## src/rtl/nx_fifo_pop_stage.sv

```systemverilog
// nx_fifo_pop_stage
// Read-side staging block for a show-ahead nx_fifo. Words are popped from the
// FIFO into a 2-entry buffer and presented on a valid/ready stream whose
// valid/data come from registers only. The FIFO pop strobe depends on the
// buffer count and FIFO status, never on the consumer's ready.
//
// Ports:
//   clk_i         single clock, all state updates on the rising edge
//   rst_n_i       synchronous active-low reset
//   clear_i       synchronous flush of buffer and beat counter
//   fifo_empty_i  upstream FIFO empty flag
//   fifo_rdata_i  upstream FIFO show-ahead read data
//   fifo_ren_o    pop strobe to the upstream FIFO
//   out_valid_o   output beat available
//   out_data_o    output beat, zero when out_valid_o is low
//   out_ready_i   consumer accepts the beat when valid && ready
//   occupancy_o   entries held in the buffer (0..2)
//   beat_cnt_o    delivered-beat counter, wraps modulo 2^CNT_W
module nx_fifo_pop_stage #(
  parameter int WIDTH = 132,
  parameter int CNT_W = 16
) (
  input  logic             clk_i,
  input  logic             rst_n_i,
  input  logic             clear_i,
  input  logic             fifo_empty_i,
  input  logic [WIDTH-1:0] fifo_rdata_i,
  output logic             fifo_ren_o,
  output logic             out_valid_o,
  output logic [WIDTH-1:0] out_data_o,
  input  logic             out_ready_i,
  output logic [1:0]       occupancy_o,
  output logic [CNT_W-1:0] beat_cnt_o
);

  logic [WIDTH-1:0] entry0_q, entry0_d;
  logic [WIDTH-1:0] entry1_q, entry1_d;
  logic             wptr_q, wptr_d;
  logic             rptr_q, rptr_d;
  logic [1:0]       count_q, count_d;
  logic [CNT_W-1:0] cnt_q, cnt_d;
  logic             push_s;
  logic             pop_s;

  // Pop the FIFO only when a slot is free; ready is deliberately not used so
  // the consumer never reaches the FIFO pointers combinationally.
  assign push_s = !fifo_empty_i && (count_q < 2'd2) && !clear_i && rst_n_i;
  assign pop_s  = (count_q != 2'd0) && out_ready_i;

  assign fifo_ren_o  = push_s;
  assign out_valid_o = (count_q != 2'd0);
  assign occupancy_o = count_q;
  assign beat_cnt_o  = cnt_q;

  // Output data mux: head entry when valid, zeros otherwise.
  always_comb begin
    out_data_o = {WIDTH{1'b0}};
    if (count_q != 2'd0) begin
      out_data_o = rptr_q ? entry1_q : entry0_q;
    end else begin
      out_data_o = {WIDTH{1'b0}};
    end
  end

  // Next-state for buffer pointers, count and beat counter.
  always_comb begin
    entry0_d = entry0_q;
    entry1_d = entry1_q;
    wptr_d   = wptr_q;
    rptr_d   = rptr_q;
    count_d  = count_q;
    cnt_d    = cnt_q;
    if (clear_i) begin
      // A handshake coincident with clear is dropped and not counted.
      wptr_d  = 1'b0;
      rptr_d  = 1'b0;
      count_d = 2'd0;
      cnt_d   = {CNT_W{1'b0}};
    end else begin
      if (push_s) begin
        if (wptr_q) begin
          entry1_d = fifo_rdata_i;
        end else begin
          entry0_d = fifo_rdata_i;
        end
        wptr_d = ~wptr_q;
      end else begin
        wptr_d = wptr_q;
      end
      if (pop_s) begin
        rptr_d = ~rptr_q;
        cnt_d  = cnt_q + {{(CNT_W-1){1'b0}}, 1'b1};
      end else begin
        rptr_d = rptr_q;
      end
      case ({push_s, pop_s})
        2'b10:   count_d = count_q + 2'd1;
        2'b01:   count_d = count_q - 2'd1;
        default: count_d = count_q;
      endcase
    end
  end

  // State registers with synchronous active-low reset.
  always_ff @(posedge clk_i) begin
    if (!rst_n_i) begin
      entry0_q <= {WIDTH{1'b0}};
      entry1_q <= {WIDTH{1'b0}};
      wptr_q   <= 1'b0;
      rptr_q   <= 1'b0;
      count_q  <= 2'd0;
      cnt_q    <= {CNT_W{1'b0}};
    end else begin
      entry0_q <= entry0_d;
      entry1_q <= entry1_d;
      wptr_q   <= wptr_d;
      rptr_q   <= rptr_d;
      count_q  <= count_d;
      cnt_q    <= cnt_d;
    end
  end

endmodule

```

## config.mk

```make
export PLATFORM = sky130hd
export DESIGN_NAME = nx_fifo_pop_stage
export DESIGN_NICKNAME = d
export VERILOG_FILES = /design/src/rtl/nx_fifo_pop_stage.sv
export SDC_FILE = /design/constraint.sdc
export NUM_CORES = 1
export LEC_CHECK = 0
export BUFFER_PORTS_ARGS = -buffer_cell sky130_fd_sc_hd__buf_2
export CORE_MARGIN = 8
export CORE_UTILIZATION = 40
export DETAILED_ROUTE_END_ITERATION = 7
export SLEW_MARGIN = 20
export SYNTH_ARGS = -nofsm -noshare
export SYNTH_HDL_FRONTEND = slang
export SYNTH_SLANG_ARGS = --single-unit
```

## constraint.sdc

```tcl
create_clock -name clk_i -period 4.05 [get_ports clk_i]
set_input_delay 0.2025 -clock clk_i [delete_from_list [all_inputs] [get_ports clk_i]]
set_output_delay 0.2025 -clock clk_i [all_outputs]
set_load 0.005 [all_outputs]
```

==> impl_table.tex <==
\begin{tabular}{lr}
\hline
Metric & Value \\
\hline
\multicolumn{2}{l}{\textbf{Outcome}} \\
\quad Result of the run & complete, no violations \\
\multicolumn{2}{l}{\textbf{STA}} \\
\quad Final worst hold slack & approximately 0.032 ns \\
\quad Worst setup skew after layout & 0.009174 ns \\
\quad Setup repair after global routing missed its margin & false \\
\quad Final worst path period need & 2.712 ns \\
\quad Worst relative slew slack & 0.3176 \\
\quad Setup TNS Final & 0 ns \\
\quad Fin. max-slew vios & 0 \\
\quad Ratio of final minimum period to clock period & 0.6697 \\
\quad Number of setup violations in the final report & 0 \\
\quad Maximum clock rate & 368.7 MHz \\
\quad Worst-margin pin slew & slightly above 1 ns \\
\quad Final Hold Fails & 0 \\
\quad Slack of the critical path & 1.338 ns \\
\multicolumn{2}{l}{\textbf{Worst setup path}} \\
\quad Worst flop-to-flop path endpoint & entry0\_q[1] \\
\quad Buf+Inv Stages, Crit Path & 2 \\
\quad Worst reg-to-reg setup slack & around 1.9 ns \\
\quad Standard cell with the maximum stage delay on the critical path & sky130\_fd\_sc\_hd\_\_dfxtp\_4 \\
\quad Delay of the slowest cell on the worst path & 1.00 ns \\
\quad Ordered cell list for the critical path & buf\_4, mux2i\_1, nor2\_1, buf\_2 \\
\quad Cell family contributing the most delay on the critical path & flip-flops \\
\quad Critical path fanouts, max & 53 \\
\quad CP endpoint kind & output pin \\
\quad Critical Path AT & roughly 2.5 ns \\
\quad R2r startpoint & occupancy\_o[1] \\
\quad Worst reg-to-reg path cell count & 6 \\
\quad Critical setup path kind & flop to output pin \\
\quad CP startpoint kind & flop \\
\quad Critical Path RT & 3.85 ns \\
\quad Launching element of the worst setup path & rptr\_q \\
\multicolumn{2}{l}{\textbf{CTS}} \\
\quad Worst-case clock buffer depth & 3 \\
\quad \# clock sinks & 284 \\
\quad Worst-path clk slew & 0.06 ns \\
\quad Number of clock buffers inserted by TritonCTS & 31 \\
\quad Later-pin clock latency in the skew report & around 0.54 ns \\
\quad Count of cells resized by post-cts repair & 0 \\
\quad Clock Tree Root & sky130\_fd\_sc\_hd\_\_clkbuf\_16 \\
\quad TritonCTS clock tree & done \\
\quad Post-CTS setup buffer count & 0 \\
\quad H-Tree Depth & 1 \\
\multicolumn{2}{l}{\textbf{Die}} \\
\quad Initial Utilization & 0.4022 \\
\quad Standard-cell rows & 65 \\
\quad Die extent in y & a little under 200 µm \\
\quad Area inside the core boundary & 31310 µm² \\
\quad Number of primary I/O pins & 289 \\
\quad Die footprint & 37420 µm² \\
\quad DIE WIDTH & 193.4 µm \\
\multicolumn{2}{l}{\textbf{Logic synthesis}} \\
\quad Synthesized Nets & 1691 \\
\quad Number of different library cells in the post-synthesis netlist & 33 \\
\quad Post-synth top flop & sky130\_fd\_sc\_hd\_\_dfxtp\_1 \\
\quad Synthesized flop and latch total & 284 \\
\quad Warnings from Yosys & 0 \\
\quad Per-instance average area after synthesis & 8.114 µm² \\
\quad Fraction of registers with async set or reset after synthesis & 0 \\
\quad Cells after synthesis & roughly 1600 \\
\quad Area of the mapped netlist & approximately 13000 µm² \\
\quad Number of enable-type register cells in the synthesized netlist & 0 \\
\quad Sequential cell area fraction in the yosys report & 0.4515 \\
\multicolumn{2}{l}{\textbf{Flow run}} \\
\quad Reported max-cap violation count & 0 \\
\multicolumn{2}{l}{\textbf{Hold path}} \\
\quad Hold path startpoint & rst\_n\_i \\
\quad Worst min-delay path class & primary input to flop \\
\quad Cell depth of the worst hold path & 2 \\
\quad End point of the most critical hold path & entry1\_q[9] \\
\multicolumn{2}{l}{\textbf{Power}} \\
\quad Power per Cell Area & about 370 nW/µm² \\
\quad Maximum VDD drop & 0.3020 mV \\
\quad Total Power Consumption & 6.051 mW \\
\quad Lkg Pwr & 6.127 nW \\
\multicolumn{2}{l}{\textbf{Detailed routing}} \\
\quad Drt via density & 4.914 \\
\quad Wire length after detailed routing & between 30000 and 40000 µm \\
\quad Number of vias in the routed layout & roughly 11000 \\
\quad Violation count after the first detailed-route iteration & 585 \\
\quad DRT Pass-1 Iters & 5 \\
\quad Wire length per cell & 15.65 µm \\
\quad Number of routed nets with antenna violations & 0 \\
\quad Number of remaining DRC errors & 0 \\
\multicolumn{2}{l}{\textbf{Layout}} \\
\quad Post-layout instance count excluding filler cells & 2329 \\
\quad Area used by multi-input combinational logic & 6339 µm² \\
\quad Number of fill cells in the layout & 2980 \\
\quad Most common library cell in the layout ignoring fill and taps & sky130\_fd\_sc\_hd\_\_nand2\_1 \\
\quad Most frequent cells in the layout & sky130\_fd\_sc\_hd\_\_nand2\_1, sky130\_fd\_sc\_hd\_\_buf\_2, sky130\_fd\_sc\_hd\_\_dfxtp\_1 \\
\quad \# nets final & 2046 \\
\quad Area delta synth->final & 31.35\% \\
\quad Flip-flop and latch area & 5689 µm² \\
\quad Share of cells above drive strength 1 & 0.1890 \\
\multicolumn{2}{l}{\textbf{Global routing}} \\
\quad Overflow after GRT & 0 \\
\quad GR Util All Layers & 0.1888 \\
\quad Global-route wire length before repair & approximately 60000 µm \\
\quad Via count of the first global-routing pass & 11640 \\
\quad Pin count of the biggest net entering global routing & 133 \\
\quad Number of antenna violations at the first check in global routing & 1 \\
\multicolumn{2}{l}{\textbf{Placed design}} \\
\quad Placed cells & between 2000 and 2500 \\
\quad Worst slack at placement & 1.500 ns \\
\quad RD Place Congestion & about 0.75 \\
\quad Placed wire-length estimate & 22460 µm \\
\quad Count of input and output buffers & 288 \\
\hline
\end{tabular}
## metal layers
layer	up-vias	GRT usage	wire length [µm]
met5	-	0	0
met2	296	0.3225	16910
met4	0	0.04960	835
met3	52	0.04460	2165
met1	5363	0.2360	16540
li1	5734	-	-
## what timing repair did
item / in CTS / in global routing
hold buffers: 134 / 0
setup endpoints to repair: 0 / 0
endpoints found under the hold margin: 266 / 0
## cells by family (layout without fill, tap and decap cells)
family,Yosys count,in the layout,share of synthesized area
AO/OA/AOI/OAI,273,273,0.1618
XOR/XNOR,14,14,0.009737
adder cells (fa/ha/maj),2,2,0.001987
buffers and inverters,126,500,0.04779
flip-flops,284,284,0.4515
multiplexers,135,135,0.1076
other,0,1,0
AND/OR/NAND/NOR,718,718,0.2196
## synthesized netlist by cell type, types with 2 or more instances
| master | n | area (µm²) |
|---|---|---|
| sky130_fd_sc_hd__mux2i_1 | 132 | 1321 |
| sky130_fd_sc_hd__nand4_1 | 7 | 43.79 |
| sky130_fd_sc_hd__buf_6 | 9 | 101.4 |
| sky130_fd_sc_hd__and4_1 | 2 | 17.52 |
| sky130_fd_sc_hd__mux2_2 | 3 | 33.78 |
| sky130_fd_sc_hd__inv_2 | 2 | 7.510 |
| sky130_fd_sc_hd__nand3_1 | 7 | 35.03 |
| sky130_fd_sc_hd__ha_1 | 2 | 25.02 |
| sky130_fd_sc_hd__nand2_1 | 534 | 2004 |
| sky130_fd_sc_hd__xor2_1 | 9 | 78.83 |
| sky130_fd_sc_hd__nand2b_1 | 2 | 12.51 |
| sky130_fd_sc_hd__nor2_1 | 156 | 585.6 |
| sky130_fd_sc_hd__a21boi_0 | 104 | 780.8 |
| sky130_fd_sc_hd__buf_1 | 7 | 26.28 |
| sky130_fd_sc_hd__buf_2 | 22 | 110.1 |
| sky130_fd_sc_hd__a21boi_1 | 160 | 1201 |
| sky130_fd_sc_hd__a21oi_1 | 4 | 20.02 |
| sky130_fd_sc_hd__or3_1 | 2 | 12.51 |
| sky130_fd_sc_hd__dfxtp_1 | 284 | 5685 |
| sky130_fd_sc_hd__buf_4 | 9 | 67.56 |
| sky130_fd_sc_hd__clkbuf_1 | 73 | 274.0 |
| sky130_fd_sc_hd__nor3_1 | 2 | 10.01 |
| sky130_fd_sc_hd__inv_1 | 4 | 15.01 |
| sky130_fd_sc_hd__o21ai_0 | 2 | 10.01 |
| sky130_fd_sc_hd__and2_1 | 2 | 12.51 |
| sky130_fd_sc_hd__xnor2_1 | 5 | 43.79 |
## how the worst max path moves through the flow
stage | endpoint | cells past startpoint
finish | out_data_o[119] | 4
global route | out_data_o[2] | 4
floorplan | occupancy_o[1] | 8
CTS | out_data_o[119] | 4
detailed placement | entry0_q[1] | 9
global placement | entry1_q[1] | 9
## flip-flops by register name (all words and copies together) (netlist names)
name	cells
beat_cnt_o	16
entry0_q	132
entry1_q	132
occupancy_o	2
rptr_q	1
wptr_q	1
## through the flow
step / cell area [µm²] / util
CTS: 16540 / 0.5282
floorplan: 12590 / -
global route: 16540 / 0.5283
global placement: 14210 / 0.4539
detailed placement: 14210 / 0.4539
finish: 16540 / 0.5283
## where the power goes
part           internal (mW)  switching (mW)
sequential              2.85          0.0288
clock                   1.63            1.09
combinational          0.235           0.218
total                   4.72            1.34
## cell type report
cell class	instances	share of cell area
diodes	1	0.0001513
repair buffers	442	0.1815
multi-input cells	1142	0.3832
well taps	402	0.03041
inverters	6	0.001362
clock buffers	49	0.05703
clock inverters	3	0.002421
flip-flops and latches	284	0.3439
Power figures use the tool's default switching activity.
